`src/rtl/cacheline_burst_adaptor.sv`:
```
// Memory-side adaptor: turns one cache line fill/writeback into a burst of beats
// and returns a single-cycle completion pulse with the assembled line.
module cacheline_burst_adaptor #(
    parameter int LINE_W   = 256,
    parameter int BURST_W  = 64,
    parameter int OFFSET_W = 5
) (
    input  logic               clk,
    input  logic               rst_n,
    input  logic               line_read_i,
    input  logic               line_write_i,
    input  logic [31:0]        line_addr_i,
    input  logic [LINE_W-1:0]  line_i,
    output logic [LINE_W-1:0]  line_o,
    output logic               line_resp_o,
    output logic               mem_read_o,
    output logic               mem_write_o,
    output logic [31:0]        mem_address_o,
    output logic [BURST_W-1:0] burst_o,
    input  logic [BURST_W-1:0] burst_i,
    input  logic               mem_resp_i
);

    localparam int BEATS = LINE_W / BURST_W;
    localparam int CNT_W = (BEATS > 1) ? $clog2(BEATS) : 1;
    localparam logic [CNT_W-1:0] LAST_BEAT = CNT_W'(BEATS - 1);

    typedef enum logic [1:0] {
        ST_IDLE  = 2'd0,
        ST_WRITE = 2'd1,
        ST_READ  = 2'd2,
        ST_DONE  = 2'd3
    } state_t;

    state_t              state_r;
    logic [CNT_W-1:0]    count_r;
    logic [LINE_W-1:0]   buf_r;
    logic [31:0]         addr_r;
    logic [BURST_W-1:0]  burst_r;
    logic                mem_read_r;
    logic                mem_write_r;
    logic                resp_r;

    logic [31:0]         aligned_addr_s;
    logic [CNT_W-1:0]    next_cnt_s;
    logic                unused_offset_s;

    // Select beat idx of a line (beat 0 = least significant bits).
    function automatic logic [BURST_W-1:0] beat_of(input logic [LINE_W-1:0] line,
                                                   input logic [CNT_W-1:0]  idx);
        logic [BURST_W-1:0] res;
        res = {BURST_W{1'b0}};
        for (int b = 0; b < BEATS; b++) begin
            if (idx == CNT_W'(b)) begin
                res = line[b*BURST_W +: BURST_W];
            end
        end
        return res;
    endfunction

    // Return line with beat idx replaced by beat.
    function automatic logic [LINE_W-1:0] insert_beat(input logic [LINE_W-1:0]  line,
                                                      input logic [CNT_W-1:0]   idx,
                                                      input logic [BURST_W-1:0] beat);
        logic [LINE_W-1:0] res;
        res = line;
        for (int b = 0; b < BEATS; b++) begin
            if (idx == CNT_W'(b)) begin
                res[b*BURST_W +: BURST_W] = beat;
            end
        end
        return res;
    endfunction

    assign aligned_addr_s  = {line_addr_i[31:OFFSET_W], {OFFSET_W{1'b0}}};
    assign next_cnt_s      = count_r + CNT_W'(1);
    assign unused_offset_s = ^line_addr_i[OFFSET_W-1:0];

    // Burst sequencer: accepts a request in IDLE, walks the beats, then pulses resp.
    always_ff @(posedge clk or negedge rst_n) begin
        if (!rst_n) begin
            state_r     <= ST_IDLE;
            count_r     <= {CNT_W{1'b0}};
            buf_r       <= {LINE_W{1'b0}};
            addr_r      <= 32'h0000_0000;
            burst_r     <= {BURST_W{1'b0}};
            mem_read_r  <= 1'b0;
            mem_write_r <= 1'b0;
            resp_r      <= 1'b0;
        end else begin
            case (state_r)
                ST_IDLE: begin
                    resp_r <= 1'b0;
                    // Writeback wins; a concurrent fill stays pending at the cache.
                    if (line_write_i) begin
                        state_r     <= ST_WRITE;
                        mem_write_r <= 1'b1;
                        addr_r      <= aligned_addr_s;
                        buf_r       <= line_i;
                        burst_r     <= line_i[BURST_W-1:0];
                        count_r     <= {CNT_W{1'b0}};
                    end else if (line_read_i) begin
                        state_r    <= ST_READ;
                        mem_read_r <= 1'b1;
                        addr_r     <= aligned_addr_s;
                        count_r    <= {CNT_W{1'b0}};
                    end else begin
                        state_r <= ST_IDLE;
                    end
                end
                ST_WRITE: begin
                    if (mem_resp_i) begin
                        count_r <= next_cnt_s;
                        if (count_r == LAST_BEAT) begin
                            state_r     <= ST_DONE;
                            mem_write_r <= 1'b0;
                            resp_r      <= 1'b1;
                            burst_r     <= {BURST_W{1'b0}};
                        end else begin
                            burst_r <= beat_of(buf_r, next_cnt_s);
                        end
                    end else begin
                        count_r <= count_r;
                    end
                end
                ST_READ: begin
                    if (mem_resp_i) begin
                        buf_r   <= insert_beat(buf_r, count_r, burst_i);
                        count_r <= next_cnt_s;
                        if (count_r == LAST_BEAT) begin
                            state_r    <= ST_DONE;
                            mem_read_r <= 1'b0;
                            resp_r     <= 1'b1;
                        end else begin
                            state_r <= ST_READ;
                        end
                    end else begin
                        count_r <= count_r;
                    end
                end
                ST_DONE: begin
                    resp_r  <= 1'b0;
                    state_r <= ST_IDLE;
                end
                default: begin
                    state_r     <= ST_IDLE;
                    count_r     <= {CNT_W{1'b0}};
                    mem_read_r  <= 1'b0;
                    mem_write_r <= 1'b0;
                    resp_r      <= 1'b0;
                end
            endcase
        end
    end

    assign line_o        = buf_r;
    assign line_resp_o   = resp_r;
    assign mem_read_o    = mem_read_r;
    assign mem_write_o   = mem_write_r;
    assign mem_address_o = addr_r;
    assign burst_o       = burst_r;

endmodule

```
`config.mk`:
```
export PLATFORM = sky130hd
export DESIGN_NAME = cacheline_burst_adaptor
export DESIGN_NICKNAME = d
export VERILOG_FILES = /design/src/rtl/cacheline_burst_adaptor.sv
export SDC_FILE = /design/constraint.sdc
export NUM_CORES = 1
export LEC_CHECK = 0
export ABC_AREA = 1
export BUFFER_PORTS_ARGS = -buffer_cell sky130_fd_sc_hd__buf_2
export CAP_MARGIN = 20
export CORE_AREA = 2 2 280 282
export CTS_BUF_LIST = sky130_fd_sc_hd__clkbuf_16
export CTS_CLUSTER_SIZE = 20
export DETAILED_ROUTE_END_ITERATION = 16
export DIE_AREA = 0 0 282 284
export GPL_ROUTABILITY_DRIVEN = 1
export HOLD_SLACK_MARGIN = 0.12
export SETUP_SLACK_MARGIN = 0.15
export SLEW_MARGIN = 20
export SYNTH_ARGS = -nofsm -noshare
export SYNTH_HDL_FRONTEND = slang
export SYNTH_SLANG_ARGS = --single-unit
```
`constraint.sdc`:
```
create_clock -name clk -period 2.5 [get_ports clk]
set_clock_uncertainty 0.15 [all_clocks]
set_input_delay 0.25 -clock clk [delete_from_list [all_inputs] [get_ports clk]]
set_output_delay 0.25 -clock clk [all_outputs]
set_load 0.01 [all_outputs]
```
==> results by group, run 1 <==
STA
  • Period utilisation layout: 0.894
  • Worst-margin pin slew: 769 ps
  • Fmax: 0.448 GHz
  • RSZ-0062 raised after global routing: no
  • TNS Setup: 0 ps
  • Crit path time final: 2230 ps
  • Worst hold slack: 281 ps
  • Max-slew violation count: 0
  • Endpoints failing setup: 0
  • Endpoints failing hold: 0
  • Worst slew margin: 0.487
  • Worst Slack Setup Final: 266 ps

Logic synthesis
  • Mean post-synth cell area: 7.10 µm²
  • Ys Warns: 0
  • Post-synthesis async set-or-reset flop share: 1.00
  • Count leader, synth: nand2_1
  • Post-synth top cells: 853 x nand2_1, 392 x inv_1, 385 x a21oi_1, 354 x dfrtp_1, 160 x o21ai_1
  • Post-synthesis cell area: 19000 µm²
  • Synth Flop Type: dfrtp_1
  • Post-synth EDFFs: 0
  • Register area share after synthesis: 0.465
  • Cells after Synth: 2681
  • Yosys cell types: 24
  • Synth area leader: dfrtp_1
  • Number of synthesized register bits: 354
  • Ranking of synthesized cells by area: dfrtp_1 47%, nand2_1 17%, a21oi_1 10%
  • Yosys top cell area share: 0.465

Route
  • Remaining DRCs: 0
  • Routed vias: 21.9k
  • Antenna Nets Post-Route: 0
  • Initial drt markers: 1631
  • Drt first pass iters: 5
  • Vias per Instance: 4.61
  • WL per Instance: 18.5 µm
  • Detailed Route WL: 88100 µm

Worst setup path
  • Worst Reg-to-Reg Cells: 8
  • Dominant delay contributor by cell family on the critical path: buffers and inverters
  • Data arrival, critical path: 2590 ps
  • Crit path max fanout: 20
  • Reg-to-Reg End: line_o[238]
  • Crit path launch type: flop
  • WS Path Type: flop to flop
  • CP most frequent cell: nand2_1
  • Slowest cell on the critical path: dlygate4sd3_1
  • Crit end category: flop
  • Crit-path cells: inv_2 > ha_4 > buf_6 > nand2_1 > nand2_1 > dlygate4sd3_1 > nand2_1 > o21ai_1
  • Reg2reg setup slack: 270 ps
  • Req. time, crit path: 2860 ps
  • WP buf/inv: 3
  • Slowest cell delay on critical path: 570 ps
  • Reg2Reg Launch Point: state_r[0]

Worst hold path
  • Hold crit path type: input pin to flop
  • WHS Endpoint: mem_address_o[10]
  • Startpoint of the worst hold path: line_addr_i[10]
  • Hold Path Stages: 3

Clock tree
  • Clk Latency, worst-skew pair: 580 ps
  • Root Buffer: clkbuf_16
  • CTS tree: built
  • # clock sinks: 354
  • Clock buffer depth: 3
  • CTS buffer count: 43
  • Reg clk slew, reported paths: 60 ps
  • Number of H-tree levels: 2

Finish
  • Share of post-route cells with drive strength above 1: 0.233
  • Antenna Cells: 0
  • Synth-to-Final Area Change: 52.5%
  • Nets: 4062

Die
  • Die area: 80100 µm²
  • Die Wd: 282 µm
  • Initial Util: 0.247
  • Die height: 284 µm
  • CORE AREA: 77000 µm²
  • Num rows: 102
  • Ports: 712

Global routing
  • First-pass GRT wire length: 131000 µm
  • Largest net degree at the start of global routing: 95
  • Initial antenna violation count: 3
  • Total grt overflow: 0
  • GRT Overall Usage: 0.212
  • Vias in the first global route: 21.8k

Place
  • Pre-CTS setup slack: 219 ps
  • Final GP Congestion: 0.889
  • PortBufs: 701
  • Post-DP HPWL: 58600 µm

Pwr
  • PD cells: 1390 nW/µm²
  • Leak: 0.0160 µW
  • Maximum VDD drop: 0.968 mV

Run status
  • Status: complete, no violations

Run
  • Max-cap violations: 0
## worst max path at each step
stage	start	endpoint	slack, ps	depth (start not counted)
finish	state_r[0]	line_o[238]	270	8
global route	state_r[0]	line_o[247]	180	9
CTS	state_r[0]	line_o[188]	170	8
detailed placement	state_r[0]	line_o[0]	220	7
global placement	state_r[0]	line_o[216]	220	8
floorplan	count_r[0]	burst_o[30]	690	8
## sequential cells by signal (all words and copies together), names as in the netlist
register       flops
mem_read_o         1
burst_o           64
mem_write_o        1
count_r            2
line_resp_o        1
line_o           256
mem_address_o     27
state_r            2
## power breakdown
part	switching (µW)	internal (µW)	total, µW
clock network	2670	3230	5900
registers	2080	8730	10800
logic	15400	8370	23700
## repair_timing
| action | 4_1_cts | 5_1_grt |
|---|---|---|
| gates resized for setup | 0 | 11 |
| hold endpoints to repair | 708 | 0 |
| hold buffers | 377 | 0 |
| endpoints found under the setup margin | 0 | 190 |
| buffers inserted | 0 | 3 |
## tightest hold or removal path, stage by stage
cell and delay [ps]:
dlygate4sd3_1 520, buf_2 90, mux2_2 120
## cell usage in the layout (no fill, tap or decap), types with 5 or more instances in the layout
cell	n
conb_1	5
nand2_1	848
clkinv_1	6
o21ai_1	160
a21oi_1	385
buf_2	700
inv_2	7
clkinv_2	6
nand3_1	68
buf_12	29
dfrtp_1	353
o21ai_0	101
clkbuf_16	45
ha_1	5
nor2_1	139
dlygate4sd3_1	377
ha_4	6
inv_1	403
mux2_2	27
buf_4	23
## through the flow
stage | cell area (µm²) | util | total power [µW] | instances
6_report | 29000 | 0.377 | 40400 | 4761
5_1_grt | 29000 | 0.377 | 43600 | 4761
4_1_cts | 28900 | 0.376 | 40100 | 4756
3_5_place_dp | 23900 | 0.310 | 33300 | 4306
3_3_place_gp | 23900 | 0.310 | 33000 | 4306
2_1_floorplan | 19100 | - | 24000 | 2685
## metal layers
metal	global-route usage	up-vias	part of all wire
met5	0	-	0.00045
met4	0.116	6	0.057
met3	0.0395	306	0.073
met2	0.346	1075	0.47
met1	0.261	10200	0.40
li1	-	10400	-
## layout make-up
type,count,area [µm²]
multi-input combinational,1759,7960
clock buffer,43,1080
tap,1040,1300
inverter,399,1510
fill,7852,47900
timing repair buffer,1136,8160
clock inverter,30,191
sequential,354,8860
## logic make-up (layout without fill, tap and decap cells)
group	count (synthesis)	after routing	share of synthesized area
AO/OA/AOI/OAI	649	649	0.171
adder cells (fa/ha/maj)	12	12	0.00788
buffers and inverters	572	1608	0.124
flip-flops	354	354	0.465
multiplexers	27	27	0.0160
other	1	5	0.000197
AND/OR/NAND/NOR	1066	1066	0.216
Note: power is estimated with default switching activity, not from simulation.
==> run 2: changes to the inputs <==
Settings changed: RECOVER_POWER set to 25.
==> run 2 against run 1 <==
  * Combinational power down 2%
  * Die area unchanged
  * Register-to-register slack barely moved
==> results by group, run 2 (synthesized netlist as in run 1, its figures left out) <==
Global routing
  • Vias in the first global route: 21.8k
  • GRT Overall Usage: 0.212
  • Total grt overflow: 0
  • Initial antenna violation count: 3
  • First-pass GRT wire length: 131000 µm
  • Largest net degree at the start of global routing: 95

Worst setup path
  • Data arrival, critical path: 2590 ps
  • CP most frequent cell: nand2_1
  • Crit-path cells: inv_2 > ha_4 > buf_6 > nand2_1 > nand2_1 > dlygate4sd3_1 > nand2_1 > o21ai_1
  • Slowest cell on the critical path: dlygate4sd3_1
  • Crit path max fanout: 20
  • WS Path Type: flop to flop
  • Req. time, crit path: 2860 ps
  • Dominant delay contributor by cell family on the critical path: buffers and inverters
  • WP buf/inv: 3
  • Slowest cell delay on critical path: 570 ps
  • Crit path launch type: flop
  • Crit end category: flop

Run status
  • Status: complete, no violations

Clock tree
  • Clk Latency, worst-skew pair: 580 ps
  • CTS buffer count: 43
  • Clock buffer depth: 3
  • CTS tree: built
  • Reg clk slew, reported paths: 60 ps
  • # clock sinks: 354
  • Number of H-tree levels: 2
  • Root Buffer: clkbuf_16

Die
  • Die area: 80100 µm²
  • Die height: 284 µm
  • Initial Util: 0.247
  • Num rows: 102
  • Die Wd: 282 µm
  • CORE AREA: 77000 µm²
  • Ports: 712

Place
  • Post-DP HPWL: 58600 µm
  • PortBufs: 701
  • Final GP Congestion: 0.889
  • Placed cells: 4306

STA
  • Fmax: 0.449 GHz
  • Endpoints failing setup: 0
  • Worst-margin pin slew: 984 ps
  • RSZ-0062 raised after global routing: no
  • Worst slew margin: 0.344
  • TNS Setup: 0 ps
  • Crit path time final: 2230 ps
  • Max-slew violation count: 0
  • Period utilisation layout: 0.891
  • Endpoints failing hold: 0
  • Worst hold slack: 283 ps

Run
  • Max-cap violations: 0

Pwr
  • Maximum VDD drop: 0.958 mV
  • PD cells: 1390 nW/µm²
  • Leak: 0.0153 µW

Worst hold path
  • Hold crit path type: input pin to flop

Finish
  • Share of post-route cells with drive strength above 1: 0.176
  • Fin cells: 4762
  • Nets: 4062
  • Synth-to-Final Area Change: 51.1%
  • Commonest non-fill, non-tap cell in the layout: nand2_1
  • Most frequent cells in the layout: 848 x nand2_1, 490 x buf_2, 403 x inv_1
  • Largest register FFs: 256

Route
  • Detailed Route WL: 88300 µm
  • WL per Instance: 18.6 µm
  • Routed vias: 22.0k
  • Drt first pass iters: 6
  • Initial drt markers: 1601
  • Antenna Nets Post-Route: 0
  • Vias per Instance: 4.61
  • Remaining DRCs: 0
## run 2: power breakdown
| part | internal (µW) | total (µW) | switching [µW] |
|---|---|---|---|
| combinational | 7920 | 23300 | 15300 |
| sequential | 8730 | 10900 | 2140 |
| clock | 3230 | 5910 | 2680 |
| total | 19900 | 40000 | 20200 |
## run 2: what timing repair did
action                     4_1_cts  5_1_grt
resized for setup                0       11
setup buffers                    0        3
setup endpoints to repair        0      190
hold endpoints to repair       708        0
hold buffers                   377        0
## run 2: per-stage QoR
stage | setup WS, ps | utilization | total power, µW | cell area, µm²
3_5_place_dp | 219 | 0.310 | 33300 | 23900
2_1_floorplan | 687 | - | 24000 | 19100
6_report | 273 | 0.374 | 40000 | 28800
5_1_grt | 177 | 0.374 | 43300 | 28800
3_3_place_gp | 224 | 0.310 | 33000 | 23900
4_1_cts | 169 | 0.376 | 40100 | 28900
## run 2: cell type report
cell class,count,area (µm²)
clock inverters,30,191
fillers,7974,48200
flip-flops and latches,354,8860
clock buffers,43,1080
multi-input cells,1759,7960
repair buffers,1136,7880
inverters,399,1510
well taps,1040,1300
diodes,1,2.50
## run 2: path summary, 6_finish.rpt
check / start / slack [ps] / endpoint / cells after the start
min in group asynchronous: rst_n / 790 / burst_o[9] / 3
max in group asynchronous: rst_n / 480 / mem_address_o[27] / 4
worst max-delay path: state_r[0] / 270 / line_o[238] / 8
worst min-delay path: line_addr_i[10] / 280 / mem_address_o[10] / 3
worst max register to register: state_r[0] / 270 / line_o[238] / 8
worst min register to register: mem_write_o / 340 / mem_write_o / 2
## run 2: worst reg2reg max path, delay by kind of cell (launching register included)
family,cells,cell delay [ps]
AOI/OAI and AO/OA,1,80
adders and majority gates,1,240
buffers and inverters,3,940
DFF,1,450
and+or+nand+nor,3,280
## run 2: layer usage
metal  part of all wire  vias to the layer above  GRT usage
met5            0.00045                        -          0
met4              0.054                        6      0.116
met3              0.078                      290     0.0395
met2               0.47                     1113      0.346
met1               0.40                    10200      0.261
li1                   -                    10400          -
==> run 3: changes to the inputs <==
Settings changed: CORE_AREA 2 2 280 282 to 2 2 275 277, DIE_AREA 0 0 282 284 to 0 0 277 279.
==> run 3 against run 2 <==
  * The run now ends with max-capacitance violations, max-slew violations left
  * Cell count fell by 1.9%
  * Worst setup slack improved by 3.8 ps
  * Largest cell class unchanged
  * Sequential power barely moved
  * Routed wire length fell by 1.5%
  * Critical endpoint is now line_o[65]
  * Clock-buffer cell count rose by 1
  * Non-clock buffer count fell by 27
  * First-iteration DRC count rose by 3.9%
  * Cell area fell by 0.48%
==> results by group, run 3 (synthesized netlist as in run 1, its figures left out) <==
Worst setup path
  • Crit path launch type: flop
  • Crit path max fanout: 36
  • CP most frequent cell: nor2_1
  • WS Path Type: flop to flop
  • Data arrival, critical path: 2500 ps
  • Crit-path cells: inv_1 > ha_4 > inv_8 > nor2_1 > nor2_1 > nand2_4 > buf_4 > nand2_1 > o21ai_0
  • Slowest cell delay on critical path: 430 ps
  • Crit end category: flop
  • Slowest cell on the critical path: dfrtp_1
  • Req. time, crit path: 2780 ps

Place
  • Pre-CTS setup slack: 227 ps
  • PortBufs: 701
  • Placed cells: 4237
  • Final GP Congestion: 0.911
  • Post-DP HPWL: 58400 µm

Finish
  • Share of post-route cells with drive strength above 1: 0.230
  • Commonest non-fill, non-tap cell in the layout: nand2_1
  • Nets: 4035
  • Fin cells: 4671
  • Most frequent cells in the layout: 849 x nand2_1, 700 x buf_2, 404 x inv_1
  • Synth-to-Final Area Change: 50.3%
  • Final core utilization: 0.387
  • Largest register FFs: 256

Pwr
  • Leak: 0.0158 µW
  • Total Power: 39900 µW
  • Maximum VDD drop: 1.09 mV
  • PD cells: 1390 nW/µm²

Route
  • Vias per Instance: 4.66
  • Remaining DRCs: 0
  • Antenna Nets Post-Route: 0
  • Drt first pass iters: 7
  • Initial drt markers: 1663
  • Routed vias: 21.7k
  • Detailed Route WL: 87000 µm
  • WL per Instance: 18.6 µm

STA
  • Fmax: 0.450 GHz
  • Period utilisation layout: 0.889
  • Worst slew margin: -0.0910
  • Crit path time final: 2220 ps
  • RSZ-0062 raised after global routing: yes
  • Endpoints failing setup: 0
  • Endpoints failing hold: 0
  • TNS Setup: 0 ps
  • Worst-margin pin slew: 1630 ps
  • Max-slew violation count: 31
  • Worst Slack Setup Final: 276 ps

Global routing
  • Initial antenna violation count: 4
  • First-pass GRT wire length: 129000 µm
  • Vias in the first global route: 21.8k
  • Total grt overflow: 0
  • GRT Overall Usage: 0.216
  • Largest net degree at the start of global routing: 108

Die
  • Die height: 279 µm
  • Ports: 712
  • CORE AREA: 74100 µm²
  • Initial Util: 0.257
  • Num rows: 100
  • Die Wd: 277 µm
  • Die area: 77300 µm²

Clock tree
  • # clock sinks: 354
  • Number of H-tree levels: 2
  • Clock buffer depth: 3
  • CTS tree: built
  • Reg clk slew, reported paths: 60 ps
  • CTS buffer count: 43
  • Clk Latency, worst-skew pair: 580 ps
  • Root Buffer: clkbuf_16

Run status
  • Status: finished, violations left
  • Failing checks: max-capacitance violations, max-slew violations

Run
  • Max-cap violations: 1

Worst hold path
  • Hold crit path type: input pin to flop
==> run 3: changes by cell type in the layout (fill, tap and decap cells not counted), sizes merged <==
cell,delta
dlygate4sd3,-26
diode,+4
bufinv,+1
clkinvlp,-1
buf,+201
clkinv,+6
dlymetal6s2s,+1
inv,-4
clkbuf,-202
==> run 3: through the flow <==
step	hold slack, ps	instance area [µm²]
2_1_floorplan	-196	19100
3_3_place_gp	49.1	23800
3_5_place_dp	56.5	23800
4_1_cts	208	28700
5_1_grt	272	28600
6_report	292	28600
==> run 3: where the power goes <==
part,switching (µW),total (µW),internal (µW)
Combinational,15100,23000,7960
Clock,2610,5980,3370
Sequential,2160,10900,8720
==> run 3: critical path, delay by kind of cell (launching register included) <==
family | cells | cell delay (ps)
AO/OA/AOI/OAI | 1 | 70
adder cells (fa/ha/maj) | 1 | 210
buffers and inverters | 3 | 640
flip-flops | 1 | 430
AND/OR/NAND/NOR | 4 | 540
==> run 3: final timing paths <==
check                                 from                end  slack, ps  depth (start not counted)
max                             state_r[0]         line_o[65]        280                          9
min                        line_addr_i[21]  mem_address_o[21]        290                          3
max reg2reg                     state_r[0]         line_o[65]        280                          9
min reg2reg                    mem_write_o        mem_write_o        350                          2
max in group asynchronous            rst_n        burst_o[46]        450                          3
min in group asynchronous            rst_n        line_o[112]        380                          3
==> run 3: what timing repair did <==
item | CTS | global route
resized for setup | 0 | 4
buffers inserted | 0 | 0
endpoints found under the hold margin | 676 | 0
setup endpoints to repair | 0 | 135
hold buffers | 352 | 0
==> run 3: cell type report <==
cell class | instances | area, µm²
Fill cell | 7569 | 45400
Sequential cell | 354 | 8860
Multi-Input combinational cell | 1759 | 7950
Timing Repair Buffer | 1109 | 7790
Inverter | 399 | 1510
Tap cell | 969 | 1210
Clock buffer | 44 | 1100
Clock inverter | 32 | 194
Antenna cell | 5 | 12.5
==> run 3: per-layer routing <==
metal	wire, µm	part of all wire	vias to the layer above	track usage
met5	13	0.00015	-	0
met4	4130	0.047	2	0.107
met3	7000	0.080	253	0.0479
met2	41000	0.47	1038	0.356
met1	34900	0.40	10100	0.266
li1	-	-	10300	-
